File: src/rtl/controlador_entrada_if.sv
// Request/ready handshake between the processor input path and controlador_entrada.
// The processor is the master (drives the request); the input controller is the slave.
interface controlador_entrada_if #(
  parameter int LARGURA_DADO = 32
);
  logic                    pedidoEntrada;
  logic [LARGURA_DADO-1:0] dadoEntrada;
  logic                    entradaPronta;

  modport master (
    output pedidoEntrada,
    input  dadoEntrada,
    input  entradaPronta
  );

  modport slave (
    input  pedidoEntrada,
    output dadoEntrada,
    output entradaPronta
  );
endinterface

File: src/rtl/controlador_entrada.sv
// User input responder: synchronises/debounces the confirm button and switch bank, then
// answers the processor's request. Define ENTRADA_SINAL_EN to sign-extend the switches.
module controlador_entrada #(
  parameter int DEBOUNCE_CICLOS = 250000,
  parameter int LARGURA_ENTRADA = 5,
  parameter int LARGURA_DADO    = 32
) (
  input  logic                       clkFPGA,
  input  logic                       Reset,
  input  logic [LARGURA_ENTRADA-1:0] entradaFPGA,
  input  logic                       botao,
  output logic                       aguardando,
  controlador_entrada_if.slave       barramento
);

  localparam int LARGURA_CNT = $clog2(DEBOUNCE_CICLOS);
  localparam logic [LARGURA_CNT-1:0] CNT_LIMITE = LARGURA_CNT'(DEBOUNCE_CICLOS - 1);

  typedef enum logic [1:0] {
    OCIOSO,
    AGUARDA_BOTAO,
    PRONTO,
    AGUARDA_FIM
  } estado_t;

  estado_t                    estado;
  estado_t                    proximo;
  logic                       captura;

  logic                       botao_meta;
  logic                       botao_sync;
  logic [LARGURA_ENTRADA-1:0] chaves_meta;
  logic [LARGURA_ENTRADA-1:0] chaves_sync;

  logic [LARGURA_CNT-1:0]     cnt;
  logic                       botao_estavel;
  logic                       botao_estavel_ant;
  logic                       pressao;

  logic [LARGURA_DADO-1:0]    chaves_ext;
  logic [LARGURA_DADO-1:0]    dado_reg;
  logic                       pronta_reg;

  always_ff @(posedge clkFPGA) begin
    if (Reset) begin
      botao_meta  <= 1'b0;
      botao_sync  <= 1'b0;
      chaves_meta <= '0;
      chaves_sync <= '0;
    end else begin
      botao_meta  <= botao;
      botao_sync  <= botao_meta;
      chaves_meta <= entradaFPGA;
      chaves_sync <= chaves_meta;
    end
  end

  // A new button level is accepted only after it has held for DEBOUNCE_CICLOS cycles.
  always_ff @(posedge clkFPGA) begin
    if (Reset) begin
      cnt               <= '0;
      botao_estavel     <= 1'b0;
      botao_estavel_ant <= 1'b0;
    end else begin
      botao_estavel_ant <= botao_estavel;
      if (botao_sync == botao_estavel) begin
        cnt <= '0;
      end else if (cnt == CNT_LIMITE) begin
        botao_estavel <= botao_sync;
        cnt           <= '0;
      end else if (cnt != '1) begin
        cnt <= cnt + LARGURA_CNT'(1);
      end
    end
  end

  assign pressao = botao_estavel & ~botao_estavel_ant;

  always_comb begin
`ifdef ENTRADA_SINAL_EN
    chaves_ext = {{(LARGURA_DADO-LARGURA_ENTRADA){chaves_sync[LARGURA_ENTRADA-1]}}, chaves_sync};
`else
    chaves_ext = {{(LARGURA_DADO-LARGURA_ENTRADA){1'b0}}, chaves_sync};
`endif
  end

  always_ff @(posedge clkFPGA) begin
    if (Reset) begin
      estado     <= OCIOSO;
      dado_reg   <= '0;
      pronta_reg <= 1'b0;
      aguardando <= 1'b0;
    end else begin
      estado     <= proximo;
      pronta_reg <= (proximo == PRONTO);
      aguardando <= (proximo == AGUARDA_BOTAO);
      if (captura) begin
        dado_reg <= chaves_ext;
      end
    end
  end

  // A withdrawn request beats a simultaneous press; AGUARDA_FIM waits for release so a
  // single held press cannot answer two requests.
  always_comb begin
    proximo = estado;
    captura = 1'b0;
    unique case (estado)
      OCIOSO: begin
        if (barramento.pedidoEntrada) begin
          proximo = AGUARDA_BOTAO;
        end
      end
      AGUARDA_BOTAO: begin
        if (!barramento.pedidoEntrada) begin
          proximo = OCIOSO;
        end else if (pressao) begin
          captura = 1'b1;
          proximo = PRONTO;
        end
      end
      PRONTO: begin
        if (!barramento.pedidoEntrada) begin
          proximo = AGUARDA_FIM;
        end
      end
      AGUARDA_FIM: begin
        if (!botao_estavel) begin
          proximo = OCIOSO;
        end
      end
      default: proximo = OCIOSO;
    endcase
  end

  assign barramento.dadoEntrada   = dado_reg;
  assign barramento.entradaPronta = pronta_reg;

endmodule

File: src/flat_wrapper.sv
// flat-port wrapper written by rule: the top's interface ports become plain ports
module controlador_entrada_flat 
#(
  parameter int DEBOUNCE_CICLOS = 250000,
  parameter int LARGURA_ENTRADA = 5,
  parameter int LARGURA_DADO    = 32
)
  (clkFPGA, Reset, entradaFPGA, botao, aguardando, barramento_pedidoEntrada, barramento_dadoEntrada, barramento_entradaPronta);
  controlador_entrada_if #(.LARGURA_DADO(LARGURA_DADO)) barramento_i ();
  input  logic clkFPGA;
  input  logic Reset;
  input  logic [LARGURA_ENTRADA-1:0] entradaFPGA;
  input  logic botao;
  output logic aguardando;
  input wire logic [$bits(barramento_i.pedidoEntrada)-1:0] barramento_pedidoEntrada;
  output wire logic [$bits(barramento_i.dadoEntrada)-1:0] barramento_dadoEntrada;
  output wire logic [$bits(barramento_i.entradaPronta)-1:0] barramento_entradaPronta;
  assign barramento_i.pedidoEntrada = barramento_pedidoEntrada;
  assign barramento_dadoEntrada = barramento_i.dadoEntrada;
  assign barramento_entradaPronta = barramento_i.entradaPronta;
  controlador_entrada #(.DEBOUNCE_CICLOS(DEBOUNCE_CICLOS), .LARGURA_ENTRADA(LARGURA_ENTRADA), .LARGURA_DADO(LARGURA_DADO)) u_core (.clkFPGA(clkFPGA), .Reset(Reset), .entradaFPGA(entradaFPGA), .botao(botao), .aguardando(aguardando), .barramento(barramento_i));
endmodule
File: config.mk
export PLATFORM = sky130hd
export DESIGN_NAME = controlador_entrada_flat
export DESIGN_NICKNAME = d
export VERILOG_FILES = /design/src/rtl/controlador_entrada_if.sv /design/src/rtl/controlador_entrada.sv /design/src/flat_wrapper.sv
export SDC_FILE = /design/constraint.sdc
export NUM_CORES = 1
export LEC_CHECK = 0
export ABC_AREA = 0
export CORE_MARGIN = 5
export CORE_UTILIZATION = 54
export DETAILED_ROUTE_END_ITERATION = 16
export PLACE_DENSITY = 0.89
export SYNTH_ARGS = -nofsm -noshare
export SYNTH_HDL_FRONTEND = slang
export SYNTH_SLANG_ARGS = --single-unit
File: constraint.sdc
create_clock -name clkFPGA -period 4.3 [get_ports clkFPGA]
set_clock_uncertainty 0.1 [all_clocks]
set_input_delay 1.075 -clock clkFPGA [delete_from_list [all_inputs] [get_ports clkFPGA]]
set_output_delay 1.075 -clock clkFPGA [all_outputs]
set_load 0.01 [all_outputs]
==> results.json, run 1 <==
{
  "io_buffers": 15,
  "area_growth_pct": 7.810,
  "pin_count": 43,
  "synth_top_area_share_pct": 42.00,
  "fp.coreArea_um2": 3416,
  "seq_area_frac_synth_pct": 42.00,
  "p_total_mw": 0.6860,
  "clock_latency_ns": 0.36,
  "final_cell_mix": "41 x dfxtp_1, 27 x conb_1, 17 x a21oi_1",
  "synth.area.top_cells": "dfxtp_1 42%, buf_4 10%, a21oi_1 4.4%, nor2b_1 4.2%, nor2_1 2.5%",
  "r2r_cells": 5,
  "placed_cell_area_um2": 2018,
  "setup_ws_ns": 1.856,
  "cp-end-kind": "flop",
  "layout.nets": 239,
  "final_common_cell": "dfxtp_1",
  "numCtsBuffers": 5,
  "cp_max_fo": 6,
  "p_leak_nw": 0.7850,
  "grt_max_degree": 24,
  "fp.dieW_um": 70.16,
  "power.density_nw_per_um2": 325.6,
  "yosys.area.top_type": "dfxtp_1",
  "finalCriticalPeriod_ns": 2.444,
  "hold_viol_final": 0,
  "cts_root_buffer": "clkbuf_4",
  "slew_violations": 0,
  "yosysWarnings": 0,
  "grt_remaining_overflow": 0,
  "ir_drop_v": 0.0001524,
  "ant_nets": 0,
  "routed_wl_um": 3509,
  "required_ns": 4.46,
  "viasPerCell": 5.457,
  "first_global_vias": 1357,
  "postSynthCellCount": 213,
  "fmax_mhz": 409.2,
  "cp-startpoint": "barramento_pedidoEntrada",
  "path_class": "primary input to flop",
  "grt_pass1_wl_um": 5802,
  "htree_num_levels": 2,
  "place.gp.congestion": 0.7555,
  "fin_setup_tns_ns": 0,
  "postLayoutCellArea_um2": 2107,
  "die_y_um": 70.16,
  "status": "completed",
  "grt.total_usage_pct": 14.48,
  "diodes": 0,
  "crit_path_start_kind": "primary input",
  "fillers": 286,
  "netlist_area_um2": 1954,
  "dieArea_um2": 4922,
  "avgRoutedWirePerCell_um": 12.71,
  "arrival_ns": 2.60,
  "cp-endpoint": "u_core.barramento.dadoEntrada[3]$_SDFFE_PP0P_",
  "layout-drive-gt1-share_pct": 10.43,
  "vias": 1506,
  "firstDrtPassIters": 4,
  "clock-sinks": 41,
  "post_cts_buffers": 0,
  "setup_violations": 0,
  "relSlewSlack_pct": 46.16,
  "path_clk_slew_ns": 0.12,
  "drc_errors": 0,
  "fin_crit_sh_pct": 56.83,
  "hold_path.class": "flop to flop",
  "rows": 21,
  "start_util_pct": 57.22,
  "cts_buffer_depth": 2,
  "synth_cell_types": 49,
  "cap_violations": 0,
  "synth.avg_cell_area_um2": 9.175,
  "ys.flop_type": "dfxtp_1",
  "antenna_found_initial": 0,
  "synth-edff-count": 0,
  "cts.repair.resized": 0,
  "initialDrtViolationCount": 69,
  "dp_slack_ns": 1.462,
  "tightest_slew_ns": 0.8075,
  "rsz0062_at_grt": "no",
  "hpwl_um": 2403,
  "r2r-start": "u_core.cnt[0]$_SDFFE_PP0P_",
  "synth-seq-cells": 41,
  "cts_hold_buf": 0,
  "r2r_slack_ns": 2.14,
  "cts_tree": "done",
  "r2r_end": "u_core.cnt[2]$_SDFFE_PP0P_",
  "synthArstFlopShare_pct": 0
}
-- cell usage after synthesis, types with 4 or more instances --
| cell type | instances |
|---|---|
| a211oi_1 | 5 |
| dfxtp_1 | 41 |
| nand3_1 | 9 |
| nor3_1 | 9 |
| a21oi_1 | 17 |
| o21ai_0 | 4 |
| or4_1 | 4 |
| inv_1 | 4 |
| nor2_1 | 13 |
| buf_4 | 27 |
| nor2b_1 | 13 |
| nand2_1 | 11 |
| o31ai_1 | 5 |
-- per-stage QoR --
step / utilization, % / std cells / hold WS, ns
5_1_grt: 61.69 / 276 / 0.3597
3_3_place_gp: 59.08 / 268 / 0.3179
3_5_place_dp: 59.08 / 268 / 0.3218
6_report: 61.69 / 276 / 0.3300
4_1_cts: 61.69 / 276 / 0.3388
2_1_floorplan: - / 239 / 0.3138
-- report_power, final --
part,switching [mW],total (mW),internal [mW]
clock,0.128,0.266,0.138
sequential,0.00236,0.389,0.386
combinational,0.0192,0.0316,0.0124
total,0.149,0.686,0.537
-- how the worst min path moves through the flow --
stage	cells past startpoint	endpoint	from
CTS	1	u_core.chaves_sync[4]$_SDFF_PP0_	u_core.chaves_meta[4]$_SDFF_PP0_
floorplan	1	u_core.botao_sync$_SDFF_PP0_	u_core.botao_meta$_SDFF_PP0_
global placement	1	u_core.botao_sync$_SDFF_PP0_	u_core.botao_meta$_SDFF_PP0_
global route	1	u_core.chaves_sync[4]$_SDFF_PP0_	u_core.chaves_meta[4]$_SDFF_PP0_
detailed placement	1	u_core.chaves_sync[4]$_SDFF_PP0_	u_core.chaves_meta[4]$_SDFF_PP0_
finish	1	u_core.chaves_sync[4]$_SDFF_PP0_	u_core.chaves_meta[4]$_SDFF_PP0_
-- worst max-delay path, stage by stage --
cell	delay, ns
clkdlybuf4s50_1	0.54
or4b_2	0.72
mux2i_1	0.20
nor2_1	0.06
-- registers in the layout, summed over array words and instances (netlist names), 2 cells and up --
name	flops
u_core.cnt	18
u_core.estado	2
u_core.barramento.dadoEntrada	5
u_core.chaves_meta	5
u_core.chaves_sync	5
-- cell type report --
class	instances	area [um^2]	area share, %
clock buffer	6	51.30	2.435
tap	46	57.56	2.732
clock inverter	2	37.54	1.781
multi-input combinational	161	967.2	45.90
timing repair buffer	16	157.7	7.482
sequential	41	820.8	38.95
inverter	4	15.01	0.7126
-- logic make-up (layout without fill, tap and decap cells) --
| family | after synthesis | in the layout | share of synthesized area [%] |
|---|---|---|---|
| and+or+nand+nor | 88 | 88 | 28.49 |
| other | 1 | 27 | 0.1919 |
| AOI/OAI and AO/OA | 41 | 41 | 13.19 |
| adders and majority gates | 1 | 1 | 0.6401 |
| buffers and inverters | 37 | 28 | 13.51 |
| muxes | 3 | 3 | 1.537 |
| DFF | 41 | 41 | 42.00 |
| xor gates and xnor gates | 1 | 1 | 0.4482 |
-- layer usage --
metal,up-vias,global-route usage (%),routed length (um)
met3,9,4.161,240
met4,0,7.872,76
met2,56,22.77,1620
met5,-,0,0
li1,745,-,-
met1,696,17.74,1572
Power figures use the tool's default switching activity.
==> inputs of run 2 (changes only) <==
--- a/config.mk
+++ b/config.mk
@@ -7,9 +7,9 @@
 export LEC_CHECK = 0
 export ABC_AREA = 0
 export CORE_MARGIN = 5
-export CORE_UTILIZATION = 54
+export CORE_UTILIZATION = 50
 export DETAILED_ROUTE_END_ITERATION = 16
-export PLACE_DENSITY = 0.89
+export PLACE_DENSITY = 0.83
 export SYNTH_ARGS = -nofsm -noshare
 export SYNTH_HDL_FRONTEND = slang
 export SYNTH_SLANG_ARGS = --single-unit
==> constraint.sdc (replaced) <==
create_clock -name clkFPGA -period 2.3 [get_ports clkFPGA]
set_clock_uncertainty 0.1 [all_clocks]
set_input_delay 0.575 -clock clkFPGA [delete_from_list [all_inputs] [get_ports clkFPGA]]
set_output_delay 0.575 -clock clkFPGA [all_outputs]
set_load 0.01 [all_outputs]
==> results.json, run 2 (synthesized netlist as in run 1, its figures left out) <==
{
  "r2r_cells": 5,
  "cp-endpoint": "u_core.cnt[5]$_SDFFE_PP0P_",
  "fp.coreArea_um2": 3716,
  "final_common_cell": "dfxtp_1",
  "cap_violations": 0,
  "firstDrtPassIters": 5,
  "cts_tree": "done",
  "top_register": "u_core.cnt",
  "clock_latency_ns": 0.29,
  "place.gp.congestion": 0.8603,
  "grt_remaining_overflow": 0,
  "antenna_found_initial": 0,
  "cts_root_buffer": "clkbuf_8",
  "area_growth_pct": 8.771,
  "fin_setup_tns_ns": 0,
  "dieArea_um2": 5259,
  "io_buffers": 15,
  "r2r_slack_ns": 0.33,
  "routed_wl_um": 3518,
  "hold_viol_final": 0,
  "htree_num_levels": 2,
  "tightest_slew_ns": 0.5845,
  "power.density_nw_per_um2": 594.4,
  "cp-end-kind": "flop",
  "post_cts_buffers": 0,
  "relSlewSlack_pct": 60.74,
  "path_clk_slew_ns": 0.08,
  "hold_path.class": "flop to flop",
  "hpwl_um": 2553,
  "start_util_pct": 52.59,
  "die_y_um": 72.52,
  "crit_path_start_kind": "flop",
  "numCtsBuffers": 5,
  "r2r-start": "u_core.cnt[0]$_SDFFE_PP0P_",
  "fp.dieW_um": 72.52,
  "initialDrtViolationCount": 102,
  "cts_hold_buf": 0,
  "fmax_mhz": 507.8,
  "required_ns": 2.42,
  "setup_violations": 0,
  "rsz0062_at_grt": "no",
  "placed_cell_area_um2": 2036,
  "finalCriticalPeriod_ns": 1.969,
  "layout-drive-gt1-share_pct": 11.21,
  "clock-sinks": 41,
  "diodes": 0,
  "fin_crit_sh_pct": 85.62,
  "final_cell_mix": "41 x dfxtp_1, 27 x conb_1, 17 x a21oi_1",
  "grt.total_usage_pct": 14.09,
  "vias": 1487,
  "pin_count": 43,
  "cp_max_fo": 10,
  "grt_max_degree": 23,
  "slew_violations": 0,
  "rows": 22,
  "r2r_end": "u_core.cnt[5]$_SDFFE_PP0P_",
  "drc_errors": 0,
  "first_global_vias": 1292,
  "cp-startpoint": "u_core.cnt[0]$_SDFFE_PP0P_",
  "path_class": "flop to flop",
  "avgRoutedWirePerCell_um": 12.56,
  "viasPerCell": 5.311,
  "arrival_ns": 2.09,
  "postLayoutCellArea_um2": 2126,
  "layout.nets": 241,
  "cts_buffer_depth": 2,
  "largest_register_ffs": 18,
  "ant_nets": 0,
  "p_leak_nw": 0.7941,
  "ir_drop_v": 0.0002788,
  "cts.repair.resized": 0,
  "status": "completed",
  "grt_pass1_wl_um": 5899
}
==> run 2: changes by cell type in the layout (fill, tap and decap cells not counted), sizes merged <==
cell and delta:
buf +2, bufinv -1, clkbuf -1, clkinv +1, inv +1
==> run 2: worst min path at each step <==
stage / slack (ns) / endpoint / depth (start not counted) / from
2_1_floorplan: 0.31 / u_core.botao_sync$_SDFF_PP0_ / 1 / u_core.botao_meta$_SDFF_PP0_
3_3_place_gp: 0.32 / u_core.botao_sync$_SDFF_PP0_ / 1 / u_core.botao_meta$_SDFF_PP0_
4_1_cts: 0.34 / u_core.chaves_sync[1]$_SDFF_PP0_ / 1 / u_core.chaves_meta[1]$_SDFF_PP0_
6_report: 0.34 / u_core.chaves_sync[1]$_SDFF_PP0_ / 1 / u_core.chaves_meta[1]$_SDFF_PP0_
5_1_grt: 0.37 / u_core.botao_sync$_SDFF_PP0_ / 1 / u_core.botao_meta$_SDFF_PP0_
3_5_place_dp: 0.32 / u_core.chaves_sync[1]$_SDFF_PP0_ / 1 / u_core.chaves_meta[1]$_SDFF_PP0_
==> run 2: through the flow <==
stage / util (%) / hold WS [ns] / instances / power, mW / setup WS (ns)
finish: 57.21 / 0.3391 / 280 / 1.264 / 0.3307
detailed placement: 54.78 / 0.3218 / 272 / 0.8032 / 0.05075
global route: 57.21 / 0.3666 / 280 / 1.315 / 0.1172
CTS: 57.21 / 0.3379 / 280 / 1.265 / 0.3050
global placement: 54.78 / 0.3165 / 272 / 0.8016 / 0.1070
floorplan: - / 0.3138 / 239 / 0.8139 / 0.5742
==> run 2: report_power, final <==
group,switching (mW),total [mW],internal [mW]
clock network,0.261,0.476,0.215
logic,0.0367,0.0616,0.0249
registers,0.00434,0.726,0.721
==> run 2: layout make-up <==
type	instances	area (um^2)
Clock inverter	3	21.27
Multi-Input combinational cell	161	967.2
Tap cell	48	60.06
Sequential cell	41	820.8
Inverter	4	15.01
Timing Repair Buffer	18	172.7
Clock buffer	5	68.82
Fill cell	345	1590
==> run 2: layer usage <==
layer	global-route usage [%]	routed length, um	share of wire, %
met1	17.84	1544	44
met2	22.95	1704	48
met3	2.909	206	5.9
met4	6.352	62	1.8
met5	0	0	0
==> run 2: worst max-delay path, stage by stage (launching register included) <==
cell	delay (ns)
dfxtp_1	0.39
ha_1	0.22
nand3_1	0.22
nor4_4	0.63
nand2_1	0.14
a211oi_1	0.20
